File: config.mk
export PLATFORM = sky130hd
export DESIGN_NAME = booth_mult_seq
export DESIGN_NICKNAME = d
export VERILOG_FILES = /design/src/rtl/mips_pkg.sv /design/src/rtl/booth_step.sv /design/src/rtl/booth_mult_seq.sv
export SDC_FILE = /design/constraint.sdc
export NUM_CORES = 1
export LEC_CHECK = 0
export BUFFER_PORTS_ARGS = -buffer_cell sky130_fd_sc_hd__buf_4
export CORE_AREA = 3 3 236 191
export CTS_CLUSTER_DIAMETER = 120
export DETAILED_ROUTE_END_ITERATION = 7
export DIE_AREA = 0 0 239 194
export GPL_ROUTABILITY_DRIVEN = 0
export GPL_TIMING_DRIVEN = 0
export HOLD_SLACK_MARGIN = 0.12
export SLEW_MARGIN = 20
export SYNTH_ARGS = -nofsm -noshare
export SYNTH_HDL_FRONTEND = slang
export SYNTH_HIERARCHICAL = 1
export SYNTH_SLANG_ARGS = --single-unit
File: constraint.sdc
create_clock -name clk -period 5.05 [get_ports clk]
set_input_delay 0.7575 -clock clk [delete_from_list [all_inputs] [get_ports clk]]
set_output_delay 0.7575 -clock clk [all_outputs]
set_load 0.01 [all_outputs]
File: src/rtl/mips_pkg.sv
// Shared definitions for the execute-stage multiply sequencer.
//   WIDTH      : datapath width of the MIPS core
//   state_t    : sequencer states
//   BOOTH_ADD  : {Q[0],Q_1} pair that adds the multiplicand
//   BOOTH_SUB  : {Q[0],Q_1} pair that subtracts the multiplicand
package mips_pkg;

   localparam int WIDTH = 32;

   typedef enum logic [1:0] {
      IDLE = 2'b00,
      RUN  = 2'b01,
      DONE = 2'b10
   } state_t;

   localparam logic [1:0] BOOTH_ADD = 2'b01;
   localparam logic [1:0] BOOTH_SUB = 2'b10;

endpackage

File: src/rtl/booth_step.sv
// One radix-2 Booth iteration (combinational).
// Ports:
//   a, q, q_1   : current accumulator (WIDTH+1), multiplier shift reg, guard bit
//   m           : sign-extended multiplicand (WIDTH+1)
//   a_next, q_next, q_1_next : values after add/sub and arithmetic right shift
module booth_step
   import mips_pkg::*;
#(
   parameter int WIDTH = mips_pkg::WIDTH
) (
   input  logic [WIDTH:0]   a,
   input  logic [WIDTH-1:0] q,
   input  logic             q_1,
   input  logic [WIDTH:0]   m,
   output logic [WIDTH:0]   a_next,
   output logic [WIDTH-1:0] q_next,
   output logic             q_1_next
);

   logic [WIDTH:0] sum;

   always_comb begin
      case ({q[0], q_1})
         BOOTH_ADD: sum = a + m;
         BOOTH_SUB: sum = a - m;
         default:   sum = a;
      endcase
      // Arithmetic shift of {A,Q,Q_1}: A's sign bit is replicated, A's LSB
      // moves into Q's MSB and Q's LSB becomes the new guard bit.
      a_next   = {sum[WIDTH], sum[WIDTH:1]};
      q_next   = {sum[0], q[WIDTH-1:1]};
      q_1_next = q[0];
   end

endmodule

File: src/rtl/booth_mult_seq.sv
// Multi-cycle signed Booth multiply sequencer with HI/LO result registers.
//
// state | meaning
// ------+-----------------------------------------------------------------
// IDLE  | waiting for MULT; MTHI/MTLO may write hi/lo
// RUN   | one Booth step per clock, pipeline stalled
// DONE  | product committed to hi/lo, done pulse; start here reloads
//
// Ports:
//   clk, rst_n          : clock (rising edge), async active-low reset
//   start, multiplicand, multiplier : MULT issue with rs/rt operands
//   flush               : aborts an in-flight multiply, blocks a load
//   hi_we, lo_we, wdata : MTHI/MTLO writes (honoured in IDLE only)
//   stall, busy, done   : pipeline hold, sequencer active, commit pulse
//   hi, lo              : HI/LO registers
module booth_mult_seq
   import mips_pkg::*;
#(
   parameter int WIDTH = mips_pkg::WIDTH,
   parameter int CNT_W = 6
) (
   input  logic             clk,
   input  logic             rst_n,
   input  logic             start,
   input  logic [WIDTH-1:0] multiplicand,
   input  logic [WIDTH-1:0] multiplier,
   input  logic             flush,
   input  logic             hi_we,
   input  logic             lo_we,
   input  logic [WIDTH-1:0] wdata,
   output logic             stall,
   output logic             busy,
   output logic             done,
   output logic [WIDTH-1:0] hi,
   output logic [WIDTH-1:0] lo
);

   localparam logic [CNT_W-1:0] LAST_CNT = CNT_W'(WIDTH - 1);

   state_t           state, state_next;
   logic [WIDTH:0]   a, m, a_step;
   logic [WIDTH-1:0] q, q_step;
   logic             q_1, q_1_step;
   logic [CNT_W-1:0] cnt;
   logic             load;
   logic             last_step;

   booth_step #(.WIDTH(WIDTH)) u_step (
      .a        (a),
      .q        (q),
      .q_1      (q_1),
      .m        (m),
      .a_next   (a_step),
      .q_next   (q_step),
      .q_1_next (q_1_step)
   );

   always_ff @(posedge clk or negedge rst_n) begin
      if (!rst_n) state <= IDLE;
      else        state <= state_next;
   end

   always_comb begin
      state_next = state;
      load       = 1'b0;
      case (state)
         IDLE: begin
            if (start && !flush) begin
               load       = 1'b1;
               state_next = RUN;
            end
         end
         RUN: begin
            if (flush)                 state_next = IDLE;
            else if (cnt == LAST_CNT)  state_next = DONE;
         end
         DONE: begin
            if (start && !flush) begin
               load       = 1'b1;
               state_next = RUN;
            end else begin
               state_next = IDLE;
            end
         end
         default: state_next = IDLE;
      endcase
   end

   assign last_step = (state == RUN) && !flush && (cnt == LAST_CNT);

   always_ff @(posedge clk or negedge rst_n) begin
      if (!rst_n) begin
         a   <= '0;
         q   <= '0;
         q_1 <= 1'b0;
         m   <= '0;
         cnt <= '0;
      end else if (load) begin
         a   <= '0;
         q   <= multiplier;
         q_1 <= 1'b0;
         m   <= {multiplicand[WIDTH-1], multiplicand};
         cnt <= '0;
      end else if (state == RUN && !flush) begin
         a   <= a_step;
         q   <= q_step;
         q_1 <= q_1_step;
         cnt <= cnt + CNT_W'(1);
      end
   end

   // The product is taken from the final step's outputs so hi/lo change on
   // the same edge that enters DONE.
   always_ff @(posedge clk or negedge rst_n) begin
      if (!rst_n) begin
         hi <= '0;
         lo <= '0;
      end else if (last_step) begin
         hi <= a_step[WIDTH-1:0];
         lo <= q_step;
      end else if (state == IDLE) begin
         if (hi_we) hi <= wdata;
         if (lo_we) lo <= wdata;
      end
   end

   assign stall = (state == RUN);
   assign busy  = (state != IDLE);
   assign done  = (state == DONE);

endmodule

======== After elaboration in Yosys (flattened, before gate mapping) ========
Cells that the tools add are included.
W data, S select, Z words.
cells by class
  $add $sub $neg .......................... 3
  eq/ne operators ......................... 7
  multiplexer cells ....................... 22
  reduce and logical (&&, ||, !) cells .... 14
operator list
  cell                   count
  $mux W32               8
  $mux W33               2
  $pmux W33 S2           1
  $add A33 B33 Y33       1
  $sub A33 B33 Y33       1
  $mux W6                2
  $reduce_bool A2 Y1     5
  $add A6 B1 Y6 const B  1
  $eq A6 B5 Y1 const B   1
  $mux W2                3
  $pmux W2 S3            1
  $reduce_and A2 Y1      3
  $mux W1                5
  $eq A2 B1 Y1 const B   2
  $eq A2 B2 Y1 const B   2
  $logic_and A1 B1 Y1    3
  $ne A3 B2 Y1 const B   1
  $logic_not A2 Y1       1
  $ne A2 B2 Y1 const B   1
  $reduce_or A2 Y1       1
  $logic_not A1 Y1       1
word-level totals
  flip-flop bits (word level) ............. 170

======== Depth between registers and ports, before layout ========
Gate-level depths: netlist of the first run.
  word-level depth ........................ 5
  gate-level depth with buffers ........... 18
  mapped depth without buffers ............ 17

======== Modules after synthesis ========
Netlist of the first run, hierarchy kept.
modules (own cells, without submodules)
  module          times used  cells each  area an instance (µm²)
  booth_mult_seq  1           604         7494.7
  booth_step      1           500         3181.8

======== Worst setup path before layout of the first run ========
Ideal clock, no wire load.
  kind .................................... register to register
  start point ............................. register m[13]
  end point ............................... register hi[30]
  setup time .............................. 0.125 ns
  arrival ................................. 4.140 ns
  required time ........................... 4.925 ns
  path slack .............................. 0.785 ns
  cell stages (with the launch flop) ...... 14
  clock period less this slack ............ 4.265 ns
  cells stage by stage .................... dfrtp_1 -> or4_4 -> or4_4 -> o31ai_1 -> xor2_1 -> ha_1 -> clkbuf_1 -> a21o_1 -> a21o_1 -> a211oi_1 -> o31ai_1 -> or4b_1 -> o211a_1 -> mux2_4
on the way
  cells in the longest elaborated chain, start to end .. 3
  elaborated cells on any way between the ends .. 4
  classes of those cells .................. add/sub: 2; mux: 2
RTL lines
  what                                                         RTL line                            source
  from (decl)                                                  booth_mult_seq.sv:41                logic [WIDTH:0] a, m, a_step;
  from (signal assigned)                                       booth_mult_seq.sv:102               m <= {multiplicand[WIDTH-1], multiplicand};
  $sub A33 B33 Y33 / $add A33 B33 Y33 (equally long branches)  booth_step.sv:25, booth_step.sv:24
  $pmux W33 S2 (*)                                             booth_step.sv:23                    case ({q[0], q_1})
  net a_step[30]                                               booth_mult_seq.sv:41
  $mux W32 (*)                                                 booth_mult_seq.sv:118               end else if (last_step) begin
  to (signal assigned)                                         booth_mult_seq.sv:119               hi <= a_step[WIDTH-1:0];
  to (signal assigned)                                         booth_mult_seq.sv:122               if (hi_we) hi <= wdata;
  to (decl)                                                    booth_mult_seq.sv:34                output logic [WIDTH-1:0] hi,
The timed path passes the listed nets; every way through them passes the cells marked *.
A chain may end at the register's enable or synchronous reset.

======== Worst setup path after layout of the first run ========
Ends and elaborated chain as after synthesis.

==> run metrics, run 1 <==
Post-Syn Area per Cell 9.671 um^2; Clock Skews roughly 0.015 ns; root buffer cell clkbuf_16; crit share post-route 93.97%; Period minus WS final 4.746 ns; count of synthesis-stage warnings from yosys 6; vias in the first global route 8,714; IO Port Bufs 168; fraction of synthesized cell area taken by the top area cell type 39.85%; family with the most delay on the worst path simple AND/OR/NAND/NOR gates; vias 8,962; number of flops mapped to enable cells by yosys 0; Chip Width about 240 um; number of setup buffers added after CTS 0; average wire per cell in the routed design roughly 18 um; overall fraction of global-route tracks in use 14.38%; CP bufs+invs 1; Crit. Startpoint m[13]$_DFFE_PN0P_; path class of the lowest-slack min-delay path in2async; number of nets in the synthesized netlist 1,242; register bit count reported by yosys 170; post-DR vias/cell 4.803; unrepaired setup endpoints after global routing false; peak ir drop on the vdd network 0.0002728 V; slowest stage cell on the critical path or4_4; Final Slew Violations 0; remaining global-route overflow 0; startpoint of the worst register-to-register path m[13]$_DFFE_PN0P_; peak clock frequency supported by timing 0.2107 GHz; H-Tree Depth 4; Slew headroom 24.09%; outcome complete, no violations; total standard cell area after synthesis 10,680 um^2; synth unique cells 63; clock tree from TritonCTS built; data arrival time at the worst-slack endpoint around 5.1 ns; post-synthesis to final-layout area growth 25.16%; CP Cell Sequence or4_4 -> or4_4 -> nor2_1 -> and2_1 -> a21oi_1 -> xnor2_1 -> ha_1 -> clkbuf_1 -> nand4_1 -> nor2_1 -> a211oi_2 -> o31ai_1 -> or4b_1 -> o211a_1 -> mux2_4; setup tns final 0 ns; proportion of synthesized chip area in sequential cells 39.85%; cell count after placement between 1,500 and 2,000; starting density of the core 24.80%; cell type with the highest aggregate area in the netlist dfrtp_1; Least-Margin Pin Slew 1.136 ns; estimated wirelength of the detail-placed design 26.62 mm; Worst Setup End Kind flip-flop; DRC violations left 0; slowest stage delay, CP roughly 0.55 ns; wirelength, routed 33.79 mm; cells resized by post-CTS repair 0; die span in y between 150 and 200 um; final setup violation count 0; global-route wire length before repair 51.67 mm; I/O Pins 169; Pwr per Cell Area 526.1 nW/um^2; antenna violations before repair 2; worst-skew pair later-pin latency ~0.45 ns; Syn Inst Count 1,104; Leakage Power 6.258 nW; nature of the critical path startpoint flip-flop; fraction of final layout cells with drive strength greater than 1 29.58%; CP Class reg2reg; TritonCTS Sinks 170; pin count of the biggest net entering global routing 98; Primary FF master, synth dfrtp_1; final antenna-violating net count 0; number of buffers created by CTS 17; Iter 0 DRT Violations between 600 and 700; Worst-path clk slew 0.07 ns; Final Hold Fails 0; cell row count 68; overall die area 46,370 um^2; max-capacitance violation count 0; worst reg-to-reg setup slack about 0.30 ns; hold buffer count at CTS 0; most instantiated library cell after synthesis nand2_1; list of most frequent post-synthesis cells 198 x nand2_1, 170 x dfrtp_1, 82 x mux2_2; Nets 1,430; maximum buffer depth of the clock tree 2; highest net fanout along the worst path 8; number of detailed-route iterations in the first pass 6; filler-free cell count of the finished design 1,866; Async SR Flop Fraction 100.0%; Req. time, crit path 5.38 ns; ranking of synthesized cells by area dfrtp_1 40%, mux2_2 8.6%, nand2_1 7.0%; area of the core 43,050 um^2
## final timing paths
kind / cells after the start / to
min in group clk: 3 / m[24]$_DFFE_PN0P_
max: 15 / hi[30]$_DFFE_PN0P_
min reg2reg: 2 / q[12]$_DFFE_PN0P_
max in group asynchronous: 3 / m[5]$_DFFE_PN0P_
min: 2 / lo[20]$_DFFE_PN0P_
max reg2reg: 15 / hi[30]$_DFFE_PN0P_
## area by class of cell
class / instances / area, um^2
sequential: 170 / 4254
antenna: 1 / 2.502
tap: 560 / 700.7
timing repair buffer: 170 / 1324
fill: 4470 / 29690
inverter: 21 / 78.83
multi-input combinational: 815 / 5827
clock buffer: 18 / 439.2
buffer: 97 / 536.8
clock inverter: 14 / 200.2
## state kept, by name, indices dropped and copies added, names as in the netlist
signal  flops
lo         32
m          32
cnt         6
q_1         1
state       2
q          32
hi         32
a          33
## report_power, final
group | internal [mW] | leakage (nW) | switching (mW)
Combinational | 1.49 | 3.83 | 2.05
Clock | 0.816 | 0.311 | 0.647
Sequential | 1.70 | 2.11 | 0.330
Total | 4.00 | 6.26 | 3.03
## layout by cell type, fill, tap and decap left out, types with 13 or more instances in the layout
master	count
nor3_1	18
nor2_1	46
ha_1	35
o21ai_0	46
inv_1	20
a22o_1	35
mux2_4	49
a21o_1	13
clkbuf_1	48
xnor2_1	41
buf_4	200
clkbuf_16	17
dfrtp_1	170
nand3_1	38
a22oi_1	33
a21oi_1	54
nand2_1	198
mux2_2	82
## logic make-up (layout without fill, tap and decap cells)
kind of cell	count (synthesis)	after routing	synth area share [%]
buffers and inverters	119	320	5.801
adders and majority gates	36	36	4.289
xor gates and xnor gates	52	52	4.266
muxes	134	134	15.82
DFF	170	170	39.85
AOI/OAI and AO/OA	237	237	15.02
and+or+nand+nor	356	356	14.95
other	0	1	0
## metal layers
layer | global-route usage (%) | share of wire, % | vias to the layer above
met3 | 4.309 | 8.8 | 23
li1 | - | - | 4292
met5 | 0 | 0.059 | -
met2 | 21.26 | 43 | 294
met4 | 2.485 | 0.63 | 2
met1 | 20.90 | 48 | 4351
## metrics by stage
| step | cell area [um^2] | util (%) | total power [mW] | hold WS (ns) | worst slack (ns) |
|---|---|---|---|---|---|
| after floorplan | 10680 | - | 4.388 | 0.4619 | 0.7854 |
| after global placement | 12640 | 29.36 | 5.445 | 0.4825 | 0.2519 |
| after detailed placement | 12710 | 29.51 | 5.524 | 0.4852 | 0.2375 |
| after CTS | 13350 | 31.00 | 7.007 | 0.3392 | 0.2185 |
| after global routing | 13360 | 31.03 | 7.522 | 0.3395 | 0.002641 |
| final | 13360 | 31.04 | 7.030 | 0.3059 | 0.3044 |
No activity file was read; power rests on OpenSTA's default activity.
==> inputs of run 2 (changes only) <==
- CORE_AREA: 3 3 236 191 -> 3 3 227 184
- DIE_AREA: 0 0 239 194 -> 0 0 230 187
- SYNTH_HIERARCHICAL: 1 -> unset
==> run 2 against run 1 <==
  * Via count is 3.7% higher
  * Final cell count is 0.54% higher
  * Combinational power is 13% lower
  * Wire length is 6.8% higher
==> run metrics, run 2 <==
root buffer cell clkbuf_16; global-route wire length before repair 54.98 mm (+6.4%); remaining global-route overflow 0 (unchanged); post-route cell area 12,560 um^2 (-6.0%); post-synthesis simple-gate area fraction 19.38% (+4.4 points); sequential share of power 31.3% (+2.4 points); area share of xor/xnor cells in the synthesized design 4.607% (+0.34 points); nature of the critical path startpoint flip-flop; post-placement cell area 11,880 um^2 (-6.5%); multiplexer share of the synthesized area 5.620% (-10 points); proportion of synthesized chip area in sequential cells 42.78% (+2.9 points); maximum buffer depth of the clock tree 2 (unchanged); Async SR Flop Fraction 100.0% (unchanged); IO Port Bufs 168 (unchanged); Nets 1,464 (+2.4%); peak clock frequency supported by timing 0.2052 GHz (-2.6%); max-capacitance violation count 0 (unchanged); pin count of the biggest net entering global routing 95 (-3.1%); final antenna-violating net count 0 (unchanged); wirelength, routed 36.09 mm (+6.8%); Worst-path clk slew 0.08 ns (about the same); outcome complete, no violations; Primary FF master, synth dfrtp_1; Req. time, crit path 5.38 ns (about the same); Leakage Power 5.621 nW (-10%); starting density of the core 25.01% (+0.21 points); most instantiated library cell after synthesis nand2_1; crit share post-route 96.49% (+2.5 points); Clock Skews 0.01957 ns (+0.005035 ns); area of the core 39,530 um^2 (-8.2%); CP Class reg2reg; vias 9,298 (+3.7%); list of most frequent post-synthesis cells 235 x nand2_1, 169 x dfrtp_1, 94 x o21ai_0; H-Tree Depth 4 (unchanged); most common library cell in the layout ignoring fill and taps nand2_1; Slew headroom 33.51% (+9.4 points); Pwr Total 6.404 mW (-8.9%); Post-Syn Area per Cell 8.725 um^2 (-9.8%); clock tree from TritonCTS built; commonest cells after routing, fill and taps aside 235 x nand2_1, 171 x buf_4, 169 x dfrtp_1; Syn Inst Count 1,133 (+2.6%); estimated wirelength of the detail-placed design 28.20 mm (+5.9%); antenna violations before repair 2 (unchanged); vias in the first global route 9,265 (+6.3%); synthesized-area fraction occupied by ao, oa, aoi and oai cells 19.45% (+4.4 points); Final Hold Fails 0 (unchanged); fraction of synthesized cell area taken by the top area cell type 42.78% (+2.9 points); number of buffers created by CTS 17 (unchanged); Period minus WS final 4.873 ns (+0.1272 ns); highest net fanout along the worst path 5 (-3); number of flops mapped to enable cells by yosys 0 (unchanged); unrepaired setup endpoints after global routing true; worst hold-check slack 0.5037 ns (+0.1979 ns); Final Slew Violations 0 (unchanged); Chip Width 230 um (-3.8%); TritonCTS Sinks 169 (-0.59%); register bit count reported by yosys 169 (-0.59%); logic gate share of total power 48.1% (-2.2 points); proportion of power drawn by the clock network 20.6% (-0.2 points); setup tns final 0 ns (unchanged); Worst Setup End Kind flip-flop; worst-skew pair later-pin latency 0.45 ns (about the same); fillers 4,241 (-5.1%); die span in y 187 um (-3.6%); number of nets in the synthesized netlist 1,271 (+2.3%); average wire per cell in the routed design 19.24 um (+6.2%); synth unique cells 57 (-9.5%); data arrival time at the worst-slack endpoint 5.20 ns (+0.13 ns); cell type with the highest aggregate area in the netlist dfrtp_1; utilization after layout 31.78% (+0.74 points); path class of the lowest-slack min-delay path reg2reg; total standard cell area after synthesis 9886 um^2 (-7.4%); overall die area 43,010 um^2 (-7.2%); Pwr per Cell Area 509.8 nW/um^2 (-3.1%); ranking of synthesized cells by area dfrtp_1 43%, nand2_1 8.9%, mux2i_1 5.2%; post-DR vias/cell 4.956 (+3.2%); Switching Share 43.95% (+0.86 points); I/O Pins 169 (unchanged); Iter 0 DRT Violations 829 (+21%); overall fraction of global-route tracks in use 16.52% (+2.1 points); peak ir drop on the vdd network 0.0002736 V (+0.30%); number of detailed-route iterations in the first pass 5 (-1); post-synthesis to final-layout area growth 27.07%; switching pwr 2.815 mW (-7.1%); count of synthesis-stage warnings from yosys 0 (-6); final setup violation count 0 (unchanged); fraction of final layout cells with drive strength greater than 1 17.48% (-12 points); Least-Margin Pin Slew 0.9974 ns (-0.1388 ns); cell row count 65 (-4.4%); main combinational cell family by area after synthesis compound AO/OA/AOI/OAI gates; Pint 3.589 mW (-10%); Post-Synth Adder-Cell Area 4.632% (+0.34 points); DRC violations left 0 (unchanged)
[run 2: changes by cell type after synthesis, moves of 15 or more]
cell	delta
nor2b_1	+30
buf_4	-33
mux2_2	-78
nand3_1	-25
mux2_4	-49
a211oi_1	+22
mux2i_1	+48
a31oi_1	+20
a21oi_1	+27
nand2_1	+37
o21ai_0	+48
a22o_1	-27
clkbuf_1	+15
[run 2: timing repair]
| action | CTS | global route |
|---|---|---|
| hold buffers | 1 | 0 |
| pin swaps | 0 | 4 |
| hold endpoints to repair | 1 | 0 |
| resized for setup | 3 | 12 |
| buffers inserted | 0 | 4 |
| endpoints found under the setup margin | 10 | 10 |
[run 2: critical path: stages, from the launching register on]
cell,delay (ns)
dfrtp_1,0.43
or3_4,0.43
or3_1,0.39
nor4_4,0.27
buf_4,0.18
and4bb_2,0.29
nand2_1,0.11
nor3_4,0.21
a21oi_1,0.11
xnor2_1,0.19
ha_1,0.37
nand2_1,0.12
nor2_2,0.14
nand2_1,0.16
a211oi_2,0.25
a211oi_2,0.07
buf_4,0.17
o31ai_4,0.31
nor3b_1,0.12
a2111oi_2,0.37
nand2_1,0.08
[run 2: area by class of cell]
type                       count  area [um^2]  area share (%)
multi-input combinational    871         5374           42.78
sequential                   169         4229           33.67
timing repair buffer         175         1364           10.86
tap                          536        670.6           5.339
clock buffer                  17        425.4           3.386
buffer                        69        260.3           2.072
clock inverter                15        150.1           1.195
inverter                      23        86.33          0.6873
antenna                        1        2.502         0.01992
[run 2: path summary, 6_finish.rpt]
path | start | endpoint | slack (ns) | depth (start not counted)
max in group asynchronous | rst_n | q[4]$_DFFE_PN0P_ | 3.35 | 4
min in group asynchronous | rst_n | m[26]$_DFFE_PN0P_ | 0.68 | 2
worst max-delay path | m[3]$_DFFE_PN0P_ | a[31]$_DFFE_PN0P_ | 0.18 | 20
worst min register to register | q[10]$_DFFE_PN0P_ | q[10]$_DFFE_PN0P_ | 0.50 | 2
worst min-delay path | q[10]$_DFFE_PN0P_ | q[10]$_DFFE_PN0P_ | 0.50 | 2
worst max register to register | m[3]$_DFFE_PN0P_ | a[31]$_DFFE_PN0P_ | 0.18 | 20
[run 2: kinds of logic (layout without fill, tap and decap cells)]
group           after synthesis  after routing
other cells                   0              1
buf+inv                      93            299
fa+ha+maj                    36             36
compound gates              313            313
simple gates                415            415
xor+xnor                     52             52
mux                          55             55
flops                       169            169
[run 2: through the flow]
stage | worst slack (ns) | instances
6_report | 0.1772 | 1876
5_1_grt | -0.09025 | 1875
4_1_cts | 0.004877 | 1872
3_5_place_dp | -0.6692 | 1839
3_3_place_gp | -0.5342 | 1837
2_1_floorplan | 0.4943 | 1133
[run 2: power groups by stage]
stage                     clock network [mW]  logic [mW]  registers (mW)
after floorplan                            0        2.06            1.95
after global placement                     0        2.93            2.01
after detailed placement                   0        2.99            2.02
after CTS                               1.34        3.01            2.00
after global routing                    1.39        3.41            2.05
final                                   1.32        3.08            2.01
[run 2: per-layer routing]
layer / track usage [%] / part of all wire, % / up-vias
li1: - / - / 4364
met3: 4.035 / 7.4 / 41
met4: 3.571 / 1.5 / 2
met1: 22.70 / 45 / 4578
met2: 26.38 / 46 / 313
met5: 0 / 0.036 / -
